===== src/rtl/cpu_pkg.sv =====
// Shared types for the pipelined LEGv8 core: hazard-controller states and the zero register index.
package cpu_pkg;
  typedef enum logic [1:0] {
    RUN      = 2'd0,
    FLUSH    = 2'd1,
    MEM_WAIT = 2'd2
  } haz_state_t;

  localparam logic [4:0] XZR = 5'd31;
endpackage


===== src/rtl/load_use_detect.sv =====
// Load-use comparator: flags when the load in ID/EX writes a register the IF/ID instruction reads.
module load_use_detect
  import cpu_pkg::*;
(
  input  logic       i_idex_mem_read,
  input  logic [4:0] i_idex_rd,
  input  logic [4:0] i_ifid_rn,
  input  logic [4:0] i_ifid_rm,
  input  logic       i_ifid_uses_rm,
  output logic       o_hazard
);
  logic w_rn_match;
  logic w_rm_match;

  assign w_rn_match = (i_idex_rd == i_ifid_rn);
  assign w_rm_match = i_ifid_uses_rm & (i_idex_rd == i_ifid_rm);
  // XZR reads as zero and is never written, so it can never carry a dependency.
  assign o_hazard   = i_idex_mem_read & (i_idex_rd != XZR) & (w_rn_match | w_rm_match);
endmodule


===== src/rtl/pipeline_hazard_ctrl.sv =====
// Pipeline register sequencer: load-use stalls, taken-branch squash and data-memory wait freeze.
// Optional performance counters are compiled in with HAZ_PERF_CNT_EN.
module pipeline_hazard_ctrl
  import cpu_pkg::*;
#(
  parameter int BR_PENALTY  = 1,
  parameter int MEM_TIMEOUT = 15
) (
  input  logic        clk,
  input  logic        rst,
  input  logic        idex_mem_read,
  input  logic [4:0]  idex_rd,
  input  logic [4:0]  ifid_rn,
  input  logic [4:0]  ifid_rm,
  input  logic        ifid_uses_rm,
  input  logic        branch_taken,
  input  logic        mem_req,
  input  logic        mem_ready,
  output logic        pc_en,
  output logic        ifid_en,
  output logic        ifid_flush,
  output logic        idex_en,
  output logic        idex_bubble,
  output logic        exmem_en,
  output logic        memwb_en,
  output logic        err_timeout,
`ifdef HAZ_PERF_CNT_EN
  output logic [31:0] stall_cnt,
  output logic [31:0] flush_cnt_tot,
  output logic [31:0] memwait_cnt,
`endif
  output logic [1:0]  dbg_st
);
  localparam logic [1:0] FLUSH_INIT = 2'(BR_PENALTY - 1);
  localparam logic [7:0] TIMEOUT    = 8'(MEM_TIMEOUT);

  haz_state_t r_st, w_st_nxt;
  logic [1:0] r_flush_cnt, w_flush_nxt;
  logic [7:0] r_wait_cnt, w_wait_nxt;
  logic       r_err, w_err_nxt;
  logic       w_hazard;
  logic       w_freeze;
  logic       w_waiting;

  load_use_detect u_load_use_detect (
    .i_idex_mem_read (idex_mem_read),
    .i_idex_rd       (idex_rd),
    .i_ifid_rn       (ifid_rn),
    .i_ifid_rm       (ifid_rm),
    .i_ifid_uses_rm  (ifid_uses_rm),
    .o_hazard        (w_hazard)
  );

  assign w_freeze = mem_req & ~mem_ready;

  always_ff @(posedge clk) begin
    if (rst) begin
      r_st        <= RUN;
      r_flush_cnt <= 2'd0;
      r_wait_cnt  <= 8'd0;
      r_err       <= 1'b0;
    end else begin
      r_st        <= w_st_nxt;
      r_flush_cnt <= w_flush_nxt;
      r_wait_cnt  <= w_wait_nxt;
      r_err       <= w_err_nxt;
    end
  end

  always_comb begin
    w_st_nxt    = r_st;
    w_flush_nxt = r_flush_cnt;
    w_wait_nxt  = r_wait_cnt;
    w_waiting   = 1'b0;
    pc_en       = 1'b0;
    ifid_en     = 1'b0;
    idex_en     = 1'b0;
    exmem_en    = 1'b0;
    memwb_en    = 1'b0;
    ifid_flush  = 1'b0;
    idex_bubble = 1'b0;
    unique case (r_st)
      RUN: begin
        if (w_freeze) begin
          w_st_nxt   = MEM_WAIT;
          w_wait_nxt = 8'd1;
          w_waiting  = 1'b1;
        end else if (branch_taken) begin
          {pc_en, ifid_en, idex_en, exmem_en, memwb_en} = 5'b11111;
          ifid_flush  = 1'b1;
          idex_bubble = 1'b1;
          if (BR_PENALTY > 1) begin
            w_st_nxt    = FLUSH;
            w_flush_nxt = FLUSH_INIT;
          end
        end else if (w_hazard) begin
          // Hold PC and IF/ID, let the load move on, and insert a bubble behind it.
          {idex_en, exmem_en, memwb_en} = 3'b111;
          idex_bubble = 1'b1;
        end else begin
          {pc_en, ifid_en, idex_en, exmem_en, memwb_en} = 5'b11111;
        end
      end
      FLUSH: begin
        if (w_freeze) begin
          // Remaining squash cycles are kept and resumed once memory answers.
          w_st_nxt   = MEM_WAIT;
          w_wait_nxt = 8'd1;
          w_waiting  = 1'b1;
        end else begin
          {pc_en, ifid_en, idex_en, exmem_en, memwb_en} = 5'b11111;
          ifid_flush  = 1'b1;
          idex_bubble = 1'b1;
          w_flush_nxt = r_flush_cnt - 2'd1;
          if (r_flush_cnt <= 2'd1) begin
            w_st_nxt    = RUN;
            w_flush_nxt = 2'd0;
          end
        end
      end
      MEM_WAIT: begin
        if (mem_ready) begin
          w_st_nxt   = (r_flush_cnt != 2'd0) ? FLUSH : RUN;
          w_wait_nxt = 8'd0;
        end else begin
          w_waiting = 1'b1;
          if (r_wait_cnt != 8'hFF) w_wait_nxt = r_wait_cnt + 8'd1;
        end
      end
      default: w_st_nxt = RUN;
    endcase
    w_err_nxt = r_err | (w_waiting & (w_wait_nxt == TIMEOUT));
    if (rst) begin
      {pc_en, ifid_en, idex_en, exmem_en, memwb_en} = 5'b00000;
      ifid_flush  = 1'b1;
      idex_bubble = 1'b1;
    end
  end

  assign err_timeout = r_err;
  assign dbg_st      = r_st;

`ifdef HAZ_PERF_CNT_EN
  logic [31:0] r_stall_cnt, r_flush_tot, r_memwait_cnt;
  logic        w_stall_cyc;

  assign w_stall_cyc = (r_st == RUN) & ~w_freeze & ~branch_taken & w_hazard;

  always_ff @(posedge clk) begin
    if (rst) begin
      r_stall_cnt   <= 32'd0;
      r_flush_tot   <= 32'd0;
      r_memwait_cnt <= 32'd0;
    end else begin
      if (w_stall_cyc) r_stall_cnt <= r_stall_cnt + 32'd1;
      if (ifid_flush) r_flush_tot <= r_flush_tot + 32'd1;
      if ((r_st == MEM_WAIT) | w_freeze) r_memwait_cnt <= r_memwait_cnt + 32'd1;
    end
  end

  assign stall_cnt     = r_stall_cnt;
  assign flush_cnt_tot = r_flush_tot;
  assign memwait_cnt   = r_memwait_cnt;
`endif
endmodule


===== config.mk =====
export PLATFORM = sky130hd
export DESIGN_NAME = pipeline_hazard_ctrl
export DESIGN_NICKNAME = d
export VERILOG_FILES = /design/src/rtl/cpu_pkg.sv /design/src/rtl/load_use_detect.sv /design/src/rtl/pipeline_hazard_ctrl.sv
export SDC_FILE = /design/constraint.sdc
export NUM_CORES = 1
export LEC_CHECK = 0
export ABC_CLOCK_PERIOD_IN_PS = 5100
export BUFFER_PORTS_ARGS = -buffer_cell sky130_fd_sc_hd__buf_4
export CELL_PAD_IN_SITES_DETAIL_PLACEMENT = 1
export CELL_PAD_IN_SITES_GLOBAL_PLACEMENT = 1
export CORE_ASPECT_RATIO = 1.1
export CORE_MARGIN = 4
export CORE_UTILIZATION = 30
export DETAILED_ROUTE_END_ITERATION = 16
export GPL_TIMING_DRIVEN = 0
export PLACE_DENSITY_LB_ADDON = 0.1
export RECOVER_POWER = 50
export SLEW_MARGIN = 20
export SYNTH_ARGS = -nofsm -noshare
export SYNTH_HDL_FRONTEND = slang
export SYNTH_HIERARCHICAL = 1
export SYNTH_SLANG_ARGS = --single-unit

===== constraint.sdc =====
create_clock -name clk -period 5.1 [get_ports clk]
set_input_delay 0.765 -clock clk [delete_from_list [all_inputs] [get_ports clk]]
set_output_delay 0.765 -clock clk [all_outputs]
set_load 0.005 [all_outputs]

Word-level counts from Yosys, hierarchy flattened
Cells that the tools add are included.

operators by class
  add/subtract/negate cells = 2
  order comparisons = 1
  equal/unequal tests = 10
  mux-type cells = 31
  bitwise gates (word level) = 9
  reductions and logical operators = 5

operator list
  operator                                                                number
  8-bit two-way mux                                                       3
  1-bit two-way mux                                                       17
  8-bit one-hot mux with 2 select lines                                   1
  5-bit equality test                                                     2
  2-bit two-way mux                                                       5
  8-bit by 1-bit adder with 8-bit output (second input constant)          1
  8-bit by 4-bit equality test with 1-bit output (second input constant)  1
  8-bit != test (second input constant)                                   1
  1-bit one-hot mux with 2 select lines                                   4
  2-bit one-hot mux with 3 select lines                                   1
  1-bit bitwise AND                                                       5
  5-bit != test (second input constant)                                   1
  2-bit != test (second input constant)                                   2
  3-bit != test (second input constant)                                   1
  3-bit AND reduction                                                     1
  2-bit by 1-bit equality test with 1-bit output (second input constant)  1
  2-bit equality test (second input constant)                             1
  2-bit by 1-bit <= comparator with 1-bit output (second input constant)  1
  2-bit zero test                                                         1
  1-bit NOT                                                               2
  1-bit bitwise OR                                                        2
  2-bit AND reduction                                                     1
  2-bit nonzero test                                                      1
  2-bit OR reduction                                                      1
  2-bit by 1-bit subtractor with 2-bit output (second input constant)     1

word-level totals
  bits in registers = 13
  input bits = 22
  output and inout port bits = 10

Depth between registers and ports, before layout
  word-level depth = 9
  depth in mapped cells = 7

Cells and area by module
The synthesis kept the hierarchy.

modules (own cells, without submodules)
  module                times used  cells each  area each (µm²)  seq. area each (µm²)
  pipeline_hazard_ctrl  1           101         860.8            260.2
  load_use_detect       1           18          127.6            0.0

Worst setup path after synthesis
OpenSTA, ideal clock, no wires.

  path type = input -> output
  start point = input port idex_rd[3]
  end point = output port pc_en
  data arrival time = 1.691 ns
  data required time = 4.335 ns
  path slack = 2.644 ns
  cell stages on the path = 6
  path buffers = 1
  cell sequence = xor2_1 nor4_1 nand3_1 a21oi_1 a211oi_1 buf_4

between the ends
  longest elaborated chain between the ends = 9
  elaborated cells on any way between the ends = 12
  those cells by class = 3 x eq/ne; 5 x mux; 4 x bitwise

ends and longest elaborated chain
  item                                       line                        RTL
  from (decl)                                pipeline_hazard_ctrl.sv:12  input logic [4:0] idex_rd,
  5-bit equality test                        load_use_detect.sv:16       assign w_rm_match = i_ifid_uses_rm & (i_idex_rd == i_ifid_rm);
  1-bit bitwise AND                          load_use_detect.sv:16
  1-bit bitwise OR                           load_use_detect.sv:18       assign o_hazard = i_idex_mem_read & (i_idex_rd != XZR) & (w_rn_match | w_rm_match);
  1-bit bitwise AND (*)                      load_use_detect.sv:18
  named net w_hazard                         pipeline_hazard_ctrl.sv:41  logic w_hazard;
  1-bit two-way mux (*) (3 in a row)         n/a
  1-bit one-hot mux with 2 select lines (*)  n/a
  1-bit two-way mux (*)                      n/a
  to (decl)                                  pipeline_hazard_ctrl.sv:19  output logic pc_en,

The timed path passes the listed nets; every way through them passes the cells marked *.

Worst setup path in the final report
  start point = input port idex_rd[3]
  end point = output port pc_en

between the ends
  longest elaborated chain between the ends = 9
  elaborated cells on any way between the ends = 12
  those cells by class = 3 x eq/ne; 5 x mux; 4 x bitwise

ends and longest elaborated chain
  item                                       line                         RTL
  5-bit equality test                        load_use_detect.sv:16
  1-bit bitwise AND                          load_use_detect.sv:16
  1-bit bitwise OR                           load_use_detect.sv:18
  1-bit bitwise AND (*)                      load_use_detect.sv:18
  named net w_hazard                         pipeline_hazard_ctrl.sv:41
  1-bit two-way mux (*)                      pipeline_hazard_ctrl.sv:96   end else if (w_hazard) begin
  1-bit two-way mux (*)                      pipeline_hazard_ctrl.sv:88   end else if (branch_taken) begin
  1-bit two-way mux (*)                      pipeline_hazard_ctrl.sv:84   if (w_freeze) begin
  1-bit one-hot mux with 2 select lines (*)  pipeline_hazard_ctrl.sv:82   unique case (r_st)
  1-bit two-way mux (*)                      pipeline_hazard_ctrl.sv:133  if (rst) begin

Marks and branches as above.

==> results.yml <==
clock_tree:
  clockRootBuffer: "clkbuf_4"
  post_cts.repair.setup_buffers: 0
  cts_hold_buffers: 0
  cts.sinks: 13
  cts_resized: 0
  clkTransAtPathRegs_ns: 0.09
  clock_latency_ns: 0.28
  clockBufferDepth: 2
  htree_levels: 1
  numCtsBuffers: 3
  cts_tree: "yes"
setup_path:
  path_cells: "buf_4, xor2_1, nor4_1, nand3_1, a21oi_1, a211oi_1, buf_4, buf_4"
  arrival_ns: 2.05
  r2r_slack_ns: 2.63
  critPathKind: "in2out"
  slowest_stage: "nor4_1"
  cp_max_fo: 3
  critPathCaptureType: "primary output"
  crit_top_cell: "buf_4"
  reg2reg_depth: 5
  crit_path_start_kind: "input pin"
  slowest_delay_ns: 0.27
  cpLargestDelayFamily: "buffers and inverters"
  cp.depth: 8
  crit_buf_inv: 3
  crit_required_ns: 4.34
timing:
  setup_viol: 0
  maxSlewViolCount: 0
  final.period_utilization_pct: 55.26
  fmax_ghz: 0.3548
  min_period_ns: 2.818
  tightestPinTransition_ns: 1.081
  maxSlewHeadroom_pct: 27.79
  finalSetupTns_ns: 0
  clock_skew_ns: 0.0009683
  hold_viol_final: 0
  worst_slack_ns: 2.282
  rsz0062_at_grt: "false"
  whs_ns: 0.4901
detailed_routing:
  drcViolationCount: 0
  vias_per_cell: 5.545
  via_count: 1037
  routedWlPerCell_um: 16.25
  drt_iter0_drc: 67
  dr.pass1.iters: 4
  routed_wl_um: 3039
  drtAntennaViolNets: 0
floorplanning:
  io_pins: 32
  die_x_um: 62.73
  die_height_um: 68.20
  initial_utilization_pct: 31.88
  num_rows: 21
  core_area_um2: 3100
  die_area_um2: 4278
grt:
  grt_pass1_wl_um: 4857
  grt_max_degree: 11
  grt_pass1_vias: 1065
  grt_usage_pct: 14.59
  gr-total-overflow: 0
  antenna_found_initial: 0
flow_run:
  cap_violations: 0
finish:
  antenna_cells: 0
  syn2layout_area_growth_pct: 28.23
  final.fill_count: 388
  instances_no_fill: 187
  regArea_um2: 260.3
  multiInputGateArea_um2: 645.6
  layout-drive-gt1-share_pct: 28.76
  fin_nets: 177
synthesis:
  post-synth-top-count-cell: "dfxtp_1"
  synth_edf_count: 0
  synth_flop_cell: "dfxtp_1"
  ys_async_sr_fraction_pct: 0
  ys_seq_elements: 13
  yosys.cell_types.count: 46
  syn_area_per_cell_um2: 8.306
  yosysTopAreaCell: "dfxtp_1"
  synth_common_cells: "dfxtp_1 (13), nor2_1 (10), xor2_1 (8), a31oi_1 (6)"
  syn_nets: 142
  ys_warn_count: 6
  synth_top_area_share_pct: 26.33
  ys_seq_area_share_pct: 26.33
  syn_inst: 119
  syn_area_um2: 988.4
  synth_area_leaders: "dfxtp_1 (26%), xor2_1 (7.1%), a31oi_1 (3.8%)"
worst_hold_path:
  hold_class: "reg2reg"
  holdPathStages: 2
run_status:
  status: "finished clean"
power:
  finalPower_mw: 0.2255
  powerDensity_nw_per_um2: 177.9
  leakagePower_nw: 0.5306
  ir_drop_v: 0.00009058
placement:
  hpwl_um: 2400
  pre_cts_slack_ns: 2.287
  gp_congestion: 0.8025
  io_buffer_count: 30
  placedCellCount: 183
## routing by layer
layer | share of wire (%) | track usage [%]
met5 | 0 | 0
met1 | 42 | 16.37
met3 | 2.5 | 2.135
met4 | 1.2 | 6.061
met2 | 54 | 27.96
## layout make-up
class	count	share of cell area [%]
Buffer	8	3.850
Clock buffer	4	2.073
Inverter	5	1.481
Multi-Input combinational cell	93	50.94
Sequential cell	13	20.53
Tap cell	34	3.356
Timing Repair Buffer	30	17.77
## where the power goes
part	switching (mW)	internal, mW
Clock	0.0370	0.0304
Combinational	0.0242	0.0296
Sequential	0.00170	0.103
## registers in the layout, summed over array words and instances, names as in the netlist
register     count
dbg_st           2
err_timeout      1
r_flush_cnt      2
r_wait_cnt       8
## through the flow
| stage | utilization [%] | cell area, um^2 |
|---|---|---|
| floorplan | - | 988.4 |
| global placement | 40.52 | 1256 |
| detailed placement | 40.52 | 1256 |
| CTS | 41.36 | 1282 |
| global route | 40.88 | 1267 |
| finish | 40.88 | 1267 |
## worst paths after layout
path,startpoint,to
worst max-delay path,idex_rd[3],pc_en
worst min-delay path,r_flush_cnt[1]$_SDFFE_PP0P_,r_flush_cnt[0]$_SDFFE_PP0P_
worst max register to register,dbg_st[0]$_SDFFE_PP0P_,err_timeout$_SDFF_PP0_
worst min register to register,r_flush_cnt[1]$_SDFFE_PP0P_,r_flush_cnt[0]$_SDFFE_PP0P_
## logic make-up after synthesis
family	count (synthesis)	synth area share [%]
fa+ha+maj	1	1.266
flops	13	26.33
compound gates	33	24.68
simple gates	48	30.13
xor+xnor	11	9.748
buf+inv	13	7.848
## worst min-delay path, cell delays in order (launching register included)
cell,delay (ns)
dfxtp_1,0.34
nand2_1,0.06
a21oi_1,0.05
## layout by cell type (no fill, tap or decap), types with 4 or more instances in the layout
cell	Yosys	layout
nor2_1	10	10
xor2_1	8	8
a21oi_1	5	5
clkbuf_4	0	6
a31oi_1	6	6
dfxtp_1	13	13
nand3_1	4	4
buf_4	3	30
clkbuf_1	1	5
inv_1	5	5
nand2_1	4	4
No activity file was read; power rests on OpenSTA's default activity.
